## config.mk

```make
export PLATFORM = sky130hd
export DESIGN_NAME = keypad_scan
export DESIGN_NICKNAME = d
export VERILOG_FILES = /design/src/rtl/keypad_pkg.sv /design/src/rtl/keypad_tick.sv /design/src/rtl/keypad_scan.sv
export SDC_FILE = /design/constraint.sdc
export NUM_CORES = 1
export LEC_CHECK = 0
export BUFFER_PORTS_ARGS = -buffer_cell sky130_fd_sc_hd__clkbuf_2
export CAP_MARGIN = 20
export CORE_ASPECT_RATIO = 1.4
export CORE_MARGIN = 2
export CORE_UTILIZATION = 46
export DETAILED_ROUTE_END_ITERATION = 7
export HOLD_SLACK_MARGIN = 0.12
export PLACE_DENSITY = 0.67
export RECOVER_POWER = 100
export SETUP_SLACK_MARGIN = 0.4
export SLEW_MARGIN = 10
export SYNTH_ARGS = -nofsm -noshare
export SYNTH_HDL_FRONTEND = slang
export SYNTH_SLANG_ARGS = --single-unit
```

## constraint.sdc

```tcl
create_clock -name i_clk -period 3.1 [get_ports i_clk]
set_input_delay 0.775 -clock i_clk [delete_from_list [all_inputs] [get_ports i_clk]]
set_output_delay 0.775 -clock i_clk [all_outputs]
set_load 0.01 [all_outputs]
```

## src/rtl/keypad_pkg.sv

```systemverilog
// keypad_pkg
// Shared definitions for the 4x4 keypad scanner: FSM state encoding,
// column drive reset value, the "clear entry" key code and a helper that
// returns the index of the lowest active-low bit of a 4-bit vector.
package keypad_pkg;

    typedef enum logic [1:0] {
        ST_SCAN     = 2'd0,
        ST_DEBOUNCE = 2'd1,
        ST_HELD     = 2'd2
    } state_t;

    localparam logic [3:0] COL_RESET = 4'b1110;
    localparam logic [3:0] KEY_CLEAR = 4'd14;

    // Lowest index whose bit is 0; callers only use it on vectors that have
    // at least one bit low (row patterns with a press, one-cold column drive).
    function automatic logic [1:0] first_low(input logic [3:0] v);
        logic [1:0] idx;
        if (!v[0])      idx = 2'd0;
        else if (!v[1]) idx = 2'd1;
        else if (!v[2]) idx = 2'd2;
        else            idx = 2'd3;
        return idx;
    endfunction

endpackage

```

## src/rtl/keypad_tick.sv

```systemverilog
// keypad_tick
// Free-running prescaler: counts 0..CLK_DIV-1 and wraps, producing a
// one-cycle scan tick while the count sits at CLK_DIV-1.
// Ports:
//   i_clk    - clock
//   i_resetn - asynchronous active-low reset (count cleared to 0)
//   o_tick   - one-cycle scan tick
module keypad_tick #(
    parameter int CLK_DIV = 100000
) (
    input  logic i_clk,
    input  logic i_resetn,
    output logic o_tick
);

    localparam int               CNT_W   = (CLK_DIV > 1) ? $clog2(CLK_DIV) : 1;
    localparam logic [CNT_W-1:0] CNT_MAX = CNT_W'(CLK_DIV - 1);

    logic [CNT_W-1:0] r_cnt;

    always_ff @(posedge i_clk or negedge i_resetn) begin
        if (!i_resetn) begin
            r_cnt <= '0;
        end else if (r_cnt == CNT_MAX) begin
            r_cnt <= '0;
        end else begin
            r_cnt <= r_cnt + 1'b1;
        end
    end

    assign o_tick = (r_cnt == CNT_MAX);

endmodule

```

## src/rtl/keypad_scan.sv

```systemverilog
// keypad_scan
// 4x4 matrix keypad scanner with debounce, a valid/ready key event output,
// a sticky overflow flag and an optional four-digit BCD entry accumulator.
// Optional feature macro: KEYPAD_DIGIT_ACCUM_EN (enables the o_bcd accumulator;
// without it o_bcd is tied to 0).
// Ports:
//   i_clk      - clock, all logic on the rising edge
//   i_resetn   - asynchronous active-low reset
//   i_row      - keypad rows, active-low, asynchronous (synchronized here)
//   o_col      - column drive, active-low, one column low at a time
//   o_key      - key code = row_index*4 + col_index
//   o_valid    - key event pending on o_key
//   i_ready    - consumer accepts the event when high together with o_valid
//   o_overflow - sticky, set when an event is dropped
//   o_bcd      - four-digit entry, digit 0 in [3:0]
//
// state       | meaning
// ------------+---------------------------------------------------------
// ST_SCAN     | rotating the column drive, looking for any low row
// ST_DEBOUNCE | column frozen, counting ticks with an unchanged row pattern
// ST_HELD     | event emitted, column frozen, counting all-high ticks
module keypad_scan
    import keypad_pkg::*;
#(
    parameter int CLK_DIV        = 100000,
    parameter int DEBOUNCE_SCANS = 4
) (
    input  logic        i_clk,
    input  logic        i_resetn,
    input  logic [3:0]  i_row,
    output logic [3:0]  o_col,
    output logic [3:0]  o_key,
    output logic        o_valid,
    input  logic        i_ready,
    output logic        o_overflow,
    output logic [15:0] o_bcd
);

    localparam int               CNT_W    = $clog2(DEBOUNCE_SCANS + 1);
    localparam logic [CNT_W-1:0] CNT_DONE = CNT_W'(DEBOUNCE_SCANS);

    logic             w_tick;
    logic [3:0]       r_row_meta;
    logic [3:0]       r_row_sync;
    state_t           r_state;
    state_t           w_state_nxt;
    logic [3:0]       r_col;
    logic [3:0]       w_col_nxt;
    logic [3:0]       r_pattern;
    logic [3:0]       w_pattern_nxt;
    logic [CNT_W-1:0] r_cnt;
    logic [CNT_W-1:0] w_cnt_nxt;
    logic [CNT_W-1:0] w_cnt_inc;
    logic             w_any_low;
    logic [3:0]       w_col_rot;
    logic             w_event;
    logic [3:0]       w_event_key;
    logic [3:0]       r_key;
    logic             r_valid;
    logic             r_overflow;
    logic             w_accept;

    keypad_tick #(
        .CLK_DIV (CLK_DIV)
    ) u_tick (
        .i_clk    (i_clk),
        .i_resetn (i_resetn),
        .o_tick   (w_tick)
    );

    // Rows idle high, so the synchronizer resets to all-ones.
    always_ff @(posedge i_clk or negedge i_resetn) begin
        if (!i_resetn) begin
            r_row_meta <= 4'hF;
            r_row_sync <= 4'hF;
        end else begin
            r_row_meta <= i_row;
            r_row_sync <= r_row_meta;
        end
    end

    assign w_any_low = ~&r_row_sync;
    assign w_col_rot = {r_col[2:0], r_col[3]};
    assign w_cnt_inc = r_cnt + 1'b1;

    always_ff @(posedge i_clk or negedge i_resetn) begin
        if (!i_resetn) begin
            r_state   <= ST_SCAN;
            r_col     <= COL_RESET;
            r_pattern <= 4'hF;
            r_cnt     <= '0;
        end else begin
            r_state   <= w_state_nxt;
            r_col     <= w_col_nxt;
            r_pattern <= w_pattern_nxt;
            r_cnt     <= w_cnt_nxt;
        end
    end

    always_comb begin
        w_state_nxt   = r_state;
        w_col_nxt     = r_col;
        w_pattern_nxt = r_pattern;
        w_cnt_nxt     = r_cnt;
        w_event       = 1'b0;
        w_event_key   = {first_low(r_pattern), first_low(r_col)};
        if (w_tick) begin
            case (r_state)
                ST_SCAN: begin
                    if (w_any_low) begin
                        w_pattern_nxt = r_row_sync;
                        if (DEBOUNCE_SCANS == 1) begin
                            // Single-scan debounce: the detecting tick qualifies.
                            w_event     = 1'b1;
                            w_event_key = {first_low(r_row_sync), first_low(r_col)};
                            w_state_nxt = ST_HELD;
                            w_cnt_nxt   = '0;
                        end else begin
                            w_state_nxt = ST_DEBOUNCE;
                            w_cnt_nxt   = CNT_W'(1);
                        end
                    end else begin
                        w_col_nxt = w_col_rot;
                    end
                end
                ST_DEBOUNCE: begin
                    if (r_row_sync == r_pattern) begin
                        if (w_cnt_inc == CNT_DONE) begin
                            w_event     = 1'b1;
                            w_state_nxt = ST_HELD;
                            w_cnt_nxt   = '0;
                        end else begin
                            w_cnt_nxt = w_cnt_inc;
                        end
                    end else begin
                        w_state_nxt = ST_SCAN;
                        w_col_nxt   = w_col_rot;
                        w_cnt_nxt   = '0;
                    end
                end
                ST_HELD: begin
                    if (!w_any_low) begin
                        if (w_cnt_inc == CNT_DONE) begin
                            w_state_nxt = ST_SCAN;
                            w_col_nxt   = w_col_rot;
                            w_cnt_nxt   = '0;
                        end else begin
                            w_cnt_nxt = w_cnt_inc;
                        end
                    end else begin
                        w_cnt_nxt = '0;
                    end
                end
                default: begin
                    w_state_nxt = ST_SCAN;
                    w_col_nxt   = COL_RESET;
                    w_cnt_nxt   = '0;
                end
            endcase
        end
    end

    assign w_accept = r_valid & i_ready;

    // A new event may replace the pending one only if that one is being
    // accepted in the same cycle; otherwise the new event is lost.
    always_ff @(posedge i_clk or negedge i_resetn) begin
        if (!i_resetn) begin
            r_key      <= 4'd0;
            r_valid    <= 1'b0;
            r_overflow <= 1'b0;
        end else if (w_event) begin
            if (!r_valid || i_ready) begin
                r_key   <= w_event_key;
                r_valid <= 1'b1;
            end else begin
                r_overflow <= 1'b1;
            end
        end else if (w_accept) begin
            r_valid <= 1'b0;
        end
    end

    assign o_col      = r_col;
    assign o_key      = r_key;
    assign o_valid    = r_valid;
    assign o_overflow = r_overflow;

`ifdef KEYPAD_DIGIT_ACCUM_EN
    logic [15:0] r_bcd;

    always_ff @(posedge i_clk or negedge i_resetn) begin
        if (!i_resetn) begin
            r_bcd <= '0;
        end else if (w_accept) begin
            if (r_key <= 4'd9) begin
                r_bcd <= {r_bcd[11:0], r_key};
            end else if (r_key == KEY_CLEAR) begin
                r_bcd <= '0;
            end
        end
    end

    assign o_bcd = r_bcd;
`else
    assign o_bcd = '0;
`endif

endmodule

```

# Yosys cells after proc, flatten, opt, wreduce, memory -nomap -nowiden
# Index checks and enable logic that the tools add are counted.
# word_totals
romBits	0
input_bits	7
latchBits	0
word_cells	69
output_inout_bits	26
regBits	44
mem_count	0
mem_bits_rw	0
# classes
multipliers	0
shift	0
mux	30
n_reduce_logical	12
n_eq_ne	12
div	0
bitwise	3
addsub	2
n_lt_le_gt_ge	0
# ops
op	count
$mux W2	9
$add A17 B1 Y17 const B	1
$eq A17 B17 Y1 const B	1
$mux W17	1
$mux W4	4
$mux W3	4
$pmux W4 S3	1
$ne A2 B2 Y1 const B	5
$reduce_and A5 Y1	2
$mux W1	9
$pmux W3 S3	1
$reduce_and A2 Y1	4
$pmux W2 S3	1
$eq A4 B4 Y1	1
$reduce_and A4 Y1	1
$add A3 B1 Y3 const B	1
$eq A3 B3 Y1 const B	1
$ne A3 B3 Y1 const B	1
$reduce_and A3 Y1	1
$eq A2 B1 Y1 const B	1
$eq A2 B2 Y1 const B	1
$logic_not A2 Y1	1
$ne A2 B1 Y1 const B	1
$not A1 Y1	2
4 further kinds	4

# Logic depth before layout (Yosys ltp)
# Gate-level depths: netlist of the first run.
# logic_depth
word_depth	8
ltp_mapped	6
mapped_depth_nobuf	6

# Hierarchy
# Synthesis of the first run repeated with hierarchy kept, for this count alone.
# hier_totals
hier_cells	191
hier_area_um2	2197.1
# modules_own_cells
module	n_inst	cells_each	seq_area_each_um2	area_per_inst_um2
keypad_scan	1	117	694.4	1403.8
keypad_tick	1	74	425.4	793.3

# Worst setup path before layout of the first run
# OpenSTA, ideal clock, no wires.
# synth_timing
path_type	flip-flop to flip-flop
start	reg u_tick.r_cnt[0]
end	reg r_key[0], in the netlist o_key[0]
n_path_buf	0
t_required_ns	2.975
stages_incl_launch_ff	7
setup_slack_ns	0.969
arrival_time_ns	2.006
path_cell_list	dfrtp_1 -> ha_1 -> and4_1 -> nand2_1 -> or3_4 -> nor4_4 -> mux2_4
# synth_via
elab_chain_cells	3
# synth_rtl
item	line	source
start: declaration	keypad_tick.sv:19	logic [CNT_W-1:0] r_cnt;
start signal: assignment	keypad_tick.sv:27	r_cnt <= r_cnt + 1'b1;
$eq A17 B17 Y1	keypad_tick.sv:31	assign o_tick = (r_cnt == CNT_MAX);
$mux W1	keypad_scan.sv:107	if (w_tick) begin
$reduce_and A2 Y1 (no line)	-	
end signal: assignment	keypad_scan.sv:174	r_key <= w_event_key;
end: declaration	keypad_scan.sv:58	logic [3:0] r_key;
# Every way passes these cells.
# A chain may end at the register's enable or synchronous reset.

# Worst setup path after layout of the first run
# layout_timing
start	reg r_pattern[0]
end	reg r_key[0], in the netlist o_key[0]
# layout_via
elab_chain_cells	5
# layout_rtl
item	line	source
start: declaration	keypad_scan.sv:49	logic [3:0] r_pattern;
start signal: assignment	keypad_scan.sv:95	r_pattern <= w_pattern_nxt;
$eq A4 B4 Y1	keypad_scan.sv:127	if (r_row_sync == r_pattern) begin
$mux W1	keypad_scan.sv:127	
$mux W1	keypad_scan.sv:108	case (r_state)
$mux W1	keypad_scan.sv:107	
$reduce_and A2 Y1 (no line)	-	
# Every way passes these cells.

==> run summary, run 1 <==
In this run the worst hold path is classified as reg -> reg. For the worst flop-to-flop path, the logic depth is 5. The initial antenna violation count came out at 0. The data arrival at the endpoint of the critical path is 2.64 ns. The final-report hold violation count was 0. After synthesis, the share of flip-flops with an asynchronous set or reset is 100.0%.

Yosys printed 0 warnings. The number of flops mapped to enable cells by yosys is 0. For this design, the CTS-stage hold fixing added 0 buffers. The number of instances on the worst hold path is 0. The half-perimeter wire length after detailed placement came out at 2672 um. Setup violations remaining at the end of the flow were counted as 0. The average wire per standard cell came out at approximately 13 um. The worst setup path is launched from a flop. The total of max-cap violations came out at 1. In this run the mean area of a mapped cell was between 10 and 15 um2. Dividing total power by cell area gives a power density of roughly 420 mW/mm2. The worst register-to-register path begins at r_pattern[0]. The post-route DRC violation count is 0.

The count of nets left with antenna violations after detail routing is 0. The clock reaches the later pin of the worst-skew pair after 0.29 ns. The timing-limited maximum frequency came out at 0.4059 GHz. The final max-slew violation count is 39. The wire length reported by the detailed router is roughly 3600 um. The residual overflow from global routing is 0. The via count came out at 1434. The effective utilization at floorplan is 47.61%. Of all nets on the critical path, the largest fanout is 4. The final sum of negative setup slack is 0 ns. Post-CTS timing repair inserted 0 buffers for setup. The flow ran to the end, but the final reports show violations. In the global route stage, overall resource usage came out at 15.23%. Setup repair after global routing left no endpoint under its margin. The predominant post-synthesis flop cell is sky130_fd_sc_hd__dfrtp_1. The CTS H-tree depth came out at 2. STA classifies the critical path endpoint as a flop.

The number of buffers created by CTS is 5. The maximum root-to-sink buffer count is 2. The minimum clock period came out at about 2.5 ns. The final clock period utilization by the worst path is 79.46%. The headroom to the max-slew limit is -27.84%.

The number of fill cells is around 440. The count of input and output buffers is 16. The transition time of the tightest slew-check pin came out at 1.918 ns.

33 I/O pins were placed. In this run the worst setup path begins at r_pattern[0]. The top cell types in the final layout, fill and taps aside, are sky130_fd_sc_hd__dfrtp_1 (29), sky130_fd_sc_hd__nand2_1 (19), sky130_fd_sc_hd__conb_1 (16), sky130_fd_sc_hd__nor2_1 (13). Setup slack on the worst reg-to-reg path comes out at 0.64 ns. The area inside the core boundary came out at ~0.0045 mm2. The layout net count is 232. The number of global-route vias before repair is 1371. The pin count of the biggest net entering global routing came out at 39. In this run the horizontal extent of the chip is ~62 um.

The checks that failed: capacitance limit, slew limit. The critical path in this run is classified as reg -> reg. The required arrival time at the worst endpoint is ~3.3 ns. TritonCTS built the clock tree. In this run the clock root is driven by a sky130_fd_sc_hd__clkbuf_8. The endpoint identified for the worst register-to-register timing path is o_key[0]. The first global-routing pass estimated 5982 um of wire. The number of diodes is 0. In this run the most critical hold path is launched from r_row_meta[3]. In this run, distinct cell masters in the synthesized netlist total 44.

The worst hold path terminates at r_row_sync[3]. The number of clock sinks came out at 44. In the routed layout, each cell is associated on average with a via count of a little over 5. The synthesis-to-layout area growth is 7.996%. For this design the static power due to leakage is about 1.0 nW. The total iterations of the first detailed-routing run is 4. The row count is 29. The share of layout cells above drive strength 1 is between 15 and 20%. The cell area that synthesis handed to floorplanning was around 0.0022 mm2. The number of cells upsized or downsized after cts came out at 0. The violation count after the first detailed-route iteration came out at 72. The share of the core filled with cells is 51.42%. The flip-flop and latch count after synthesis came out at 44. The routability congestion estimate came out at roughly 0.85.

Leaving out fill and tap cells, the most frequent cell in the layout is sky130_fd_sc_hd__dfrtp_1. The peak supply drop is roughly 0.35 mV. The floorplan die area came out at 0.005267 mm2. The instance count of the mapped netlist came out at 197. The die is around 85 um tall. The clock arrives with 0.01004 ns of skew. The sequential cell area fraction in the yosys report came out at 51.85%.

The CTS clock-pin slew for the worst setup and hold paths is around 0.080 ns. Summing internal, switching and leakage power gives approximately 1 mW.
-- report_power, final --
part / switching (mW) / total, mW / internal [mW] / leakage (nW)
clock network: 0.183 / 0.361 / 0.178 / 0.0510
logic: 0.0225 / 0.0273 / 0.00479 / 0.461
registers: 0.00384 / 0.587 / 0.583 / 0.538
total: 0.210 / 0.976 / 0.766 / 1.05
-- layout make-up --
cell class | instances | area, um2 | share of cell area [%]
clock buffer | 6 | 82.58 | 3.541
clock inverter | 2 | 10.01 | 0.4292
inverter | 10 | 37.54 | 1.609
multi-input combinational | 142 | 924.6 | 39.65
sequential | 44 | 1120 | 48.01
tap | 62 | 77.57 | 3.326
timing repair buffer | 19 | 80.08 | 3.433
-- synthesized netlist by cell type, types with 2 or more instances --
cell type / n / area share [%]
sky130_fd_sc_hd__dfrtp_1: 29 / 34
sky130_fd_sc_hd__nand2_1: 19 / 3.3
sky130_fd_sc_hd__buf_4: 16 / 5.6
sky130_fd_sc_hd__dfstp_2: 15 / 18
sky130_fd_sc_hd__nor2_1: 13 / 2.3
sky130_fd_sc_hd__inv_1: 10 / 1.7
sky130_fd_sc_hd__xnor2_1: 8 / 3.2
sky130_fd_sc_hd__xor2_1: 8 / 3.2
sky130_fd_sc_hd__a21oi_1: 7 / 1.6
sky130_fd_sc_hd__nand4_1: 6 / 1.7
sky130_fd_sc_hd__nand3_1: 5 / 1.2
sky130_fd_sc_hd__o21ai_0: 5 / 1.2
sky130_fd_sc_hd__mux2i_1: 4 / 1.9
sky130_fd_sc_hd__a31oi_1: 3 / 0.87
sky130_fd_sc_hd__ha_1: 3 / 1.7
sky130_fd_sc_hd__mux2_2: 3 / 1.6
sky130_fd_sc_hd__nand2b_1: 3 / 0.87
sky130_fd_sc_hd__nand3b_1: 3 / 1.0
sky130_fd_sc_hd__nor2b_1: 3 / 0.87
sky130_fd_sc_hd__nor3_1: 3 / 0.70
sky130_fd_sc_hd__or3_1: 3 / 0.87
sky130_fd_sc_hd__a21o_1: 2 / 0.70
sky130_fd_sc_hd__and3_1: 2 / 0.58
sky130_fd_sc_hd__and4_1: 2 / 0.81
sky130_fd_sc_hd__mux2_4: 2 / 1.4
sky130_fd_sc_hd__or3_4: 2 / 1.0
-- routing by layer --
metal / track usage, % / part of all wire, % / vias to the layer above
met5: 0 / 0 / -
met4: 6.770 / 2.6 / 0
met3: 3.659 / 3.2 / 10
met2: 25.93 / 52 / 30
met1: 17.40 / 42 / 694
li1: - / - / 700
-- through the flow --
step / setup slack (ns) / std cells / area [um2] / hold slack (ns)
2_1_floorplan: 0.9693 / 212 / 2216 / 0.3452
3_3_place_gp: 0.8174 / 277 / 2276 / 0.3461
3_5_place_dp: 0.7244 / 277 / 2276 / 0.3475
4_1_cts: 0.7300 / 285 / 2369 / 0.3493
5_1_grt: 0.4029 / 285 / 2332 / 0.3503
6_report: 0.6366 / 285 / 2332 / 0.3464
-- worst max path at each step --
| stage | end | slack, ns | depth (start not counted) |
|---|---|---|---|
| after floorplan | o_key[0] | 0.97 | 6 |
| after global placement | o_key[0] | 0.82 | 5 |
| after detailed placement | o_key[0] | 0.72 | 5 |
| after CTS | o_key[2] | 0.73 | 5 |
| after global routing | r_cnt[0] | 0.40 | 6 |
| final | o_key[0] | 0.64 | 5 |
-- sequential cells by signal, summed over array words and instances, names as in the netlist --
| register | cells |
|---|---|
| u_tick.r_cnt | 17 |
| o_col | 4 |
| o_key | 4 |
| r_pattern | 4 |
| r_row_meta | 4 |
| r_row_sync | 4 |
| r_cnt | 3 |
| r_state | 2 |
| o_overflow | 1 |
| o_valid | 1 |
-- worst max-delay path, stage by stage (launching register included) --
cell,delay (ns)
sky130_fd_sc_hd__dfstp_1,0.55
sky130_fd_sc_hd__inv_1,0.08
sky130_fd_sc_hd__a222oi_1,0.62
sky130_fd_sc_hd__nand3_1,0.28
sky130_fd_sc_hd__nor4_4,0.45
sky130_fd_sc_hd__mux2_1,0.37
-- kinds of logic (layout without fill, tap and decap cells) --
group                      after synthesis  in the layout  synth area share (%)
AOI/OAI and AO/OA                       24             24                 7.300
DFF                                     44             44                 51.85
other                                    1             16                0.1736
and+or+nand+nor                         74             74                 20.34
buffers and inverters                   26             37                 7.301
xor gates and xnor gates                16             16                 6.489
muxes                                    9              9                 4.809
adders and majority gates                3              3                 1.738
Note: power is estimated with default switching activity, not from simulation.
==> run 2: changes to the inputs <==
clock period = 2.55 ns   (was 3.1 ns; I/O delays follow)
==> run summary, run 2 (synthesized netlist as in run 1, its figures left out) <==
The longest clock path from root to sink contains 2 buffers. The number of cells on the worst reg-to-reg path is 7. The row count is 29. The effective utilization at floorplan came out at 47.61%.

The hold buffer count at CTS came out at 0. The timing-limited maximum frequency came out at about 0.45 GHz. The clock network is responsible for between 40% and 50% of the overall power.

The final clock skew is between 0.006 and 0.007 ns. After layout, the minimum clock period comes to 2.203 ns. Once detail routing completed, the nets flagged for antenna violations numbered 0. The synthesis-to-layout area growth is 15.53%. The number of flip-flops in the largest register came out at 17. Along the worst path, the maximum fanout reaches 4.

The post-route cell area came out at 0.002495 mm2. The flow ran to the end, and the final reports show no timing, DRC or antenna violations. The first-pass GRT wire length is 6141 um. The area occupied by registers came out at 0.001124 mm2. The final-report hold violation count came out at 0. Setup violations remaining at the end of the flow were counted as 0. The half-perimeter wire length after detailed placement is 2728 um. In the final design database the tool counted 252 nets.

Per report_power, the combinational group accounts for 2.7% of the total. The switching power share of the total came out at 19.54%. The peak supply drop came out at 0.2998 mV. Hold timing on the final database bottoms out at a slack of 0.3478 ns. The post-detailed-route via-to-cell ratio is around 5.0.

The final sum of negative setup slack is 0 ns. After the flow finishes, the layout carries non-filler instances totaling 305. The detailed router placed 1525 vias in this run. Input and output buffers added on the ports amount to 16. The transition time of the tightest slew-check pin is around 1.0 ns. In the final layout, the share of cells above drive strength 1 is between 20% and 30%. The residual overflow from global routing is 0. The start-to-end type of the worst setup path is reg -> reg.

TritonCTS built the clock tree. The die covers about 0.0053 mm2. The core region is 0.004536 mm2. The register with the most flip-flops in the final layout is u_tick.r_cnt.

Leaving out fill and tap cells, the most frequent cell in the layout is sky130_fd_sc_hd__dfrtp_1. Once placement completed, the tool counted placed cells totaling 278. The internal power of the cells totals slightly above 1 mW. In this run the worst hold path is classified as reg -> reg. The routability congestion estimate is 0.8383.

The number of top-level pins came out at 33. Tracing the worst setup path back leads to its startpoint at u_tick.r_cnt[0]. In this run the static leakage power is about 1.2 nW. The CTS clock-pin slew for the worst setup and hold paths came out at around 0.080 ns.

Clock latency on the worst-skew pair, taken at its later pin, is 0.28 ns. The data arrival at the endpoint of the critical path is 2.38 ns. The total iterations of the first detailed-routing run came out at 4. Headroom to the max-slew limit came out at 30.85%.

The cell at the root of the clock tree is sky130_fd_sc_hd__clkbuf_8. The number of instances on the worst hold path is 0. The CTS H-tree depth is 2. The post-route DRC violation count came out at 0. The number of diodes came out at 0.

The startpoint identified for the worst register-to-register timing path is u_tick.r_cnt[0]. The startpoint identified for the worst hold timing path is r_row_meta[3]. The total track usage is 15.62%. The final max-slew violation count is 0.

The required arrival time at the worst endpoint came out at 2.73 ns. The number of fill cells is 411. The initial antenna violation count is 0.

The die height is about 85 um. The worst setup path is launched from a flop. The floorplan die width came out at 61.91 um. The library cells used most frequently in the layout, excluding fill and tap cells, are sky130_fd_sc_hd__dfrtp_1 (26), sky130_fd_sc_hd__nand2_1 (18), sky130_fd_sc_hd__conb_1 (16), sky130_fd_sc_hd__clkbuf_1 (16). The switching component of the power is 0.2443 mW. The type of element capturing the critical path is a flop.

The area after detailed placement came out at around 0.0023 mm2. The number of clock sinks came out at 44. The power density over the cells is 501.3 mW/mm2.

Sequential cells account for a little under three fifths of the total power. The final clock period utilization by the worst path came out at 86.38%. The pin count of the biggest net entering global routing is 45.

The number of global-route vias before repair is between 1000 and 1500. Setup repair after global routing could not meet its margin everywhere. The wire length reported by the detailed router came out at 3977 um. Max-cap violations in this run came to 0. The number of buffers created by CTS came out at 5.

In the final routed layout, each cell accounts on average for 13.04 um. The multi-input logic area came out at 934.6 um2. The violation count after the first detailed-route iteration is between 80 and 90. The design draws 1.251 mW.
## run 2: changes by cell type in the layout (fill, tap and decap cells not counted), sizes merged
cell / delta
buf: +11
bufinv: +1
clkinv: -1
clkbuf: +9
## run 2: critical path: stages (launching register included)
cell	delay, ns
sky130_fd_sc_hd__dfrtp_1	0.38
sky130_fd_sc_hd__ha_1	0.18
sky130_fd_sc_hd__and4_1	0.31
sky130_fd_sc_hd__nand2_4	0.08
sky130_fd_sc_hd__or3_1	0.38
sky130_fd_sc_hd__nor4_4	0.27
sky130_fd_sc_hd__clkbuf_1	0.19
sky130_fd_sc_hd__mux2_4	0.31
## run 2: worst paths after layout
kind / endpoint / slack (ns)
max in group asynchronous: u_tick.r_cnt[12] / 1.24
worst min register to register: r_row_sync[3] / 0.35
worst min-delay path: r_row_sync[3] / 0.35
worst max-delay path: o_key[2] / 0.35
worst max register to register: o_key[2] / 0.35
min in group asynchronous: o_key[2] / 0.61
## run 2: what timing repair did
action | 4_1_cts | 5_1_grt
endpoints found under the setup margin | 4 | 4
setup buffers | 3 | 16
resized for setup | 1 | 8
pin swaps | 2 | 6
## run 2: per-layer routing
layer,track usage (%),up-vias,routed length (um)
li1,-,744,-
met1,17.97,743,1534
met2,26.89,32,2226
met3,3.201,6,126
met4,6.770,0,90
met5,0,-,0
## run 2: through the flow
| stage | util (%) | setup WS [ns] |
|---|---|---|
| 5_1_grt | 55.01 | 0.1939 |
| 6_report | 55.01 | 0.3472 |
| 3_5_place_dp | 50.34 | 0.2432 |
| 4_1_cts | 53.27 | 0.4155 |
| 3_3_place_gp | 50.34 | 0.2917 |
| 2_1_floorplan | - | 0.4193 |
## run 2: final cells by class
| type | count | share of cell area (%) |
|---|---|---|
| clock inverters | 2 | 1.404 |
| repair buffers | 39 | 8.576 |
| clock buffers | 6 | 2.909 |
| well taps | 62 | 3.109 |
| flip-flops and latches | 44 | 45.04 |
| multi-input cells | 142 | 37.46 |
| inverters | 10 | 1.505 |
## run 2: power by group through the flow
stage / combinational (mW) / clock [mW] / sequential, mW
finish: 0.0335 / 0.503 / 0.714
global route: 0.0392 / 0.554 / 0.715
CTS: 0.0346 / 0.523 / 0.714
detailed placement: 0.0336 / 0 / 0.727
global placement: 0.0334 / 0 / 0.727
floorplan: 0.0324 / 0 / 0.726
==> run 3: changes to the inputs <==
ABC_AREA = 1   (was not set)
CORE_UTILIZATION = 57   (was 46)
PLACE_DENSITY = 0.79   (was 0.67)
==> run summary, run 3 <==
The row count is 28. The synthesis-to-layout area growth is 4.357%. The analysis attributes to cell leakage a power of 1.429 nW. The met2 usage in global routing is 37.36%.

TritonCTS built the clock tree. The proportion of synthesized flip-flops having asynchronous set or reset is 100.0%. The post-layout worst setup margin is 0.6251 ns. The critical path starts at u_tick.r_cnt[0]. The fraction of met3 tracks used by global routing is 4.724%.

The part of the total power dissipated in combinational logic is 2.9%. The master of the slowest instance on the critical path is sky130_fd_sc_hd__dfrtp_1. Fill cells in the final layout number 408. For this run the aggregate overflow at the end of global routing stands at 0. The flip-flop and latch count after synthesis is 44.

The capturing instance or port of the critical path is o_col[0]. The post-route DRC violation count came out at 0. The stage delay of the slowest cell on the critical path is 0.39 ns.

The critical path goes through ha_1 -> nand2_1 -> inv_1 -> nand2_1 -> nor2_1 -> nand2_4 -> nor2_1 -> nand3_1 -> o21ai_0. In this run the worst path has a maximum fanout of 5. The transition time of the tightest slew-check pin came out at 1.332 ns.

Ranked by total cell area, the synthesized netlist is headed by sky130_fd_sc_hd__dfrtp_1 (29%), sky130_fd_sc_hd__dfstp_2 (16%), sky130_fd_sc_hd__nand2_1 (11%). The endpoint of the worst register-to-register path is o_col[0]. The total iterations of the first detailed-routing run came out at 4.

The maximum root-to-sink buffer count is 2. The fraction of met1 tracks used by global routing came out at 21.94%. The switching power share of the total came out at between 20 and 25%. The tree is rooted in a sky130_fd_sc_hd__clkbuf_8. The internal portion of total power is 0.9664 mW. The via count came out at 1852. The floorplan die width is 59.64 um. The die height is 81.89 um.

The post-synth design cell area is 0.002470 mm2. For this run, the total global-route usage over all layers was measured as 20.37%. The yosys synthesis warning count came out at 0. The final sum of negative setup slack came out at 0 ns. Counting flops per register, the top entry is u_tick.r_cnt. In the synthesized netlist the dominant register cell turns out to be sky130_fd_sc_hd__dfrtp_1. Of the available clock period, the critical path in the final layout requires roughly three quarters. The share of total power in sequential cells is 57.3%. The number of clock sinks is 44. The buffers plus inverters on the worst setup path is 1. The headroom to the max-slew limit came out at 11.22%. The wire length reported by the detailed router came out at 4429 um. The number of flip-flops in the largest register is 17. The sequential cell area fraction in the yosys report is 45.34%.

Leaving out fill and tap cells, the most frequent cell in the layout is sky130_fd_sc_hd__nand2_1. The share of synthesized area in the top cell type comes to 29.38%. The violation count after the first detailed-route iteration came out at 74.

After detailed routing, the number of vias per cell comes to 4.874. The first-pass GRT wire length is 7376 um. In the layout the commonest cells are sky130_fd_sc_hd__nand2_1 (77), sky130_fd_sc_hd__inv_1 (48), sky130_fd_sc_hd__nor2_1 (41), sky130_fd_sc_hd__dfrtp_1 (29), sky130_fd_sc_hd__conb_1 (16). The number of cells upsized or downsized after cts is 0.

The average wire per standard cell is 11.66 um. The floorplan die area is 0.004883 mm2. The layout net count is 344. The commonest cells after synthesis are sky130_fd_sc_hd__nand2_1 (75), sky130_fd_sc_hd__inv_1 (47), sky130_fd_sc_hd__nor2_1 (36). The post-route netlist has 14.33% of its cells at a drive strength greater than 1. The clock network fraction of design power is 39.8%. The mean post-synth cell area came out at between 7 and 8 um2. The final max-slew violation count is 0. The share of the core filled with cells is 61.31%. The register-to-register setup slack is around 0.63 ns. The peak supply drop is 0.3008 mV. The flow ran to the end, and the final reports show no timing, DRC or antenna violations. Subtracting the final worst setup slack from the clock period gives 1.925 ns.

The tightest min-delay check is of the reg -> reg type. The area inside the core boundary came out at 0.004204 mm2. The pin count of the biggest net entering global routing is 28.

STA classifies the critical path endpoint as a flop. The synthesized design spends more area on one cell type than any other, namely sky130_fd_sc_hd__dfrtp_1. For this design the total switching power over the nets is 0.2774 mW.

Setup violations remaining at the end of the flow were counted as 0. Counting the buffers created by CTS gives 5. The routability congestion estimate is between 0.9 and 1. Setup repair after global routing left no endpoint under its margin.

The number of different library cells used by synthesis comes to 34. The count of input and output buffers is 16. In this run the remaining antenna-violating nets after routing total 0.

The number of diodes came out at 0. The hold buffer count at CTS is 0. Grouping stages by cell kind, the critical path spends the most delay in simple AND/OR/NAND/NOR gates. The smallest hold slack came out at 0.3614 ns. The CTS clock-pin slew for the worst setup and hold paths is 0.09 ns. The power density over the cells is slightly below 500 mW/mm2. For this configuration, the core starts out at a cell density of approximately 60%. The total of max-cap violations is 0. The instance count of the mapped netlist is slightly above 300. Yosys mapped a number of flops with a built-in enable equal to 0.

The number of top-level pins came out at 33. The worst setup timing slack at the placement stage is 0.9389 ns. The clock insertion delay at the later pin of the skew report is 0.30 ns. The element type at the critical path start is a flop. The instance count on the critical path is 9. The timing-limited maximum frequency is 0.5195 GHz.

The initial antenna violation count is 0. The worst register-to-register path has a depth of 9. The final-report hold violation count is 0. The number of buffers inserted to repair setup after CTS is 0. The number of global-route vias before repair is 1745.

Data arrives at the worst endpoint at 2.14 ns. The required arrival time at the worst endpoint came out at 2.77 ns. The half-perimeter wire length after detailed placement is 3356 um.

The H-tree generated during clock tree synthesis spans 2 levels. The start-to-end type of the worst setup path is reg -> reg. The final clock skew is 0.008648 ns. After global routing, the most crowded layer is met2. The launch point of the worst reg-to-reg path is u_tick.r_cnt[0].

sky130_fd_sc_hd__nand2_1 is the most common cell in the netlist.
[run 3: changes by cell type after synthesis, moves of 8 or more]
cell	previous run	this run
sky130_fd_sc_hd__inv_1	10	47
sky130_fd_sc_hd__nand3_1	5	13
sky130_fd_sc_hd__nor2_1	13	36
sky130_fd_sc_hd__o21ai_1	0	9
sky130_fd_sc_hd__xnor2_1	8	0
sky130_fd_sc_hd__nand2_1	19	75
[run 3: through the flow]
stage,cell area (um2),total power [mW],instances
global route,2577,1.298,380
CTS,2651,1.260,380
finish,2577,1.244,380
detailed placement,2546,0.7658,372
global placement,2546,0.7649,372
floorplan,2526,0.7608,326
[run 3: layout make-up]
cell class / count / area [um2] / area share (%)
flip-flops and latches: 44 / 1120 / 43.45
multi-input cells: 210 / 1010 / 39.17
inverters: 55 / 209.0 / 8.107
clock buffers: 6 / 93.84 / 3.641
repair buffers: 18 / 77.57 / 3.010
well taps: 45 / 56.30 / 2.184
clock inverters: 2 / 11.26 / 0.4369
[run 3: power groups by stage]
stage	clock (mW)	combinational [mW]	sequential, mW
after global routing	0.542	0.0427	0.714
final	0.495	0.0359	0.713
after floorplan	0	0.0354	0.725
after CTS	0.507	0.0392	0.714
after global placement	0	0.0384	0.727
after detailed placement	0	0.0390	0.727
[run 3: metal layers]
metal	wire [um]	share of wire [%]	up-vias
li1	-	-	965
met1	1832	41	852
met2	2391	54	27
met3	105	2.4	8
met4	99	2.2	0
met5	0	0	-
[run 3: logic make-up (layout without fill, tap and decap cells)]
kind of cell / count (synthesis) / after routing / share of synthesized area, %
simple gates: 166 / 166 / 33.03
buf+inv: 72 / 81 / 13.78
flops: 44 / 44 / 45.34
compound gates: 20 / 20 / 4.408
xor+xnor: 5 / 5 / 1.773
fa+ha+maj: 3 / 3 / 1.520
other cells: 1 / 16 / 0.1518
[run 3: worst min path at each step]
stage / from / end / slack, ns / cells after the start
6_report: r_row_meta[1] / r_row_sync[1] / 0.36 / 0
5_1_grt: r_row_meta[3] / r_row_sync[3] / 0.36 / 0
4_1_cts: i_resetn / u_tick.r_cnt[3] / 0.36 / 1
3_5_place_dp: r_row_meta[0] / r_row_sync[0] / 0.35 / 0
3_3_place_gp: r_row_meta[2] / r_row_sync[2] / 0.35 / 0
2_1_floorplan: i_resetn / o_col[0] / 0.34 / 0
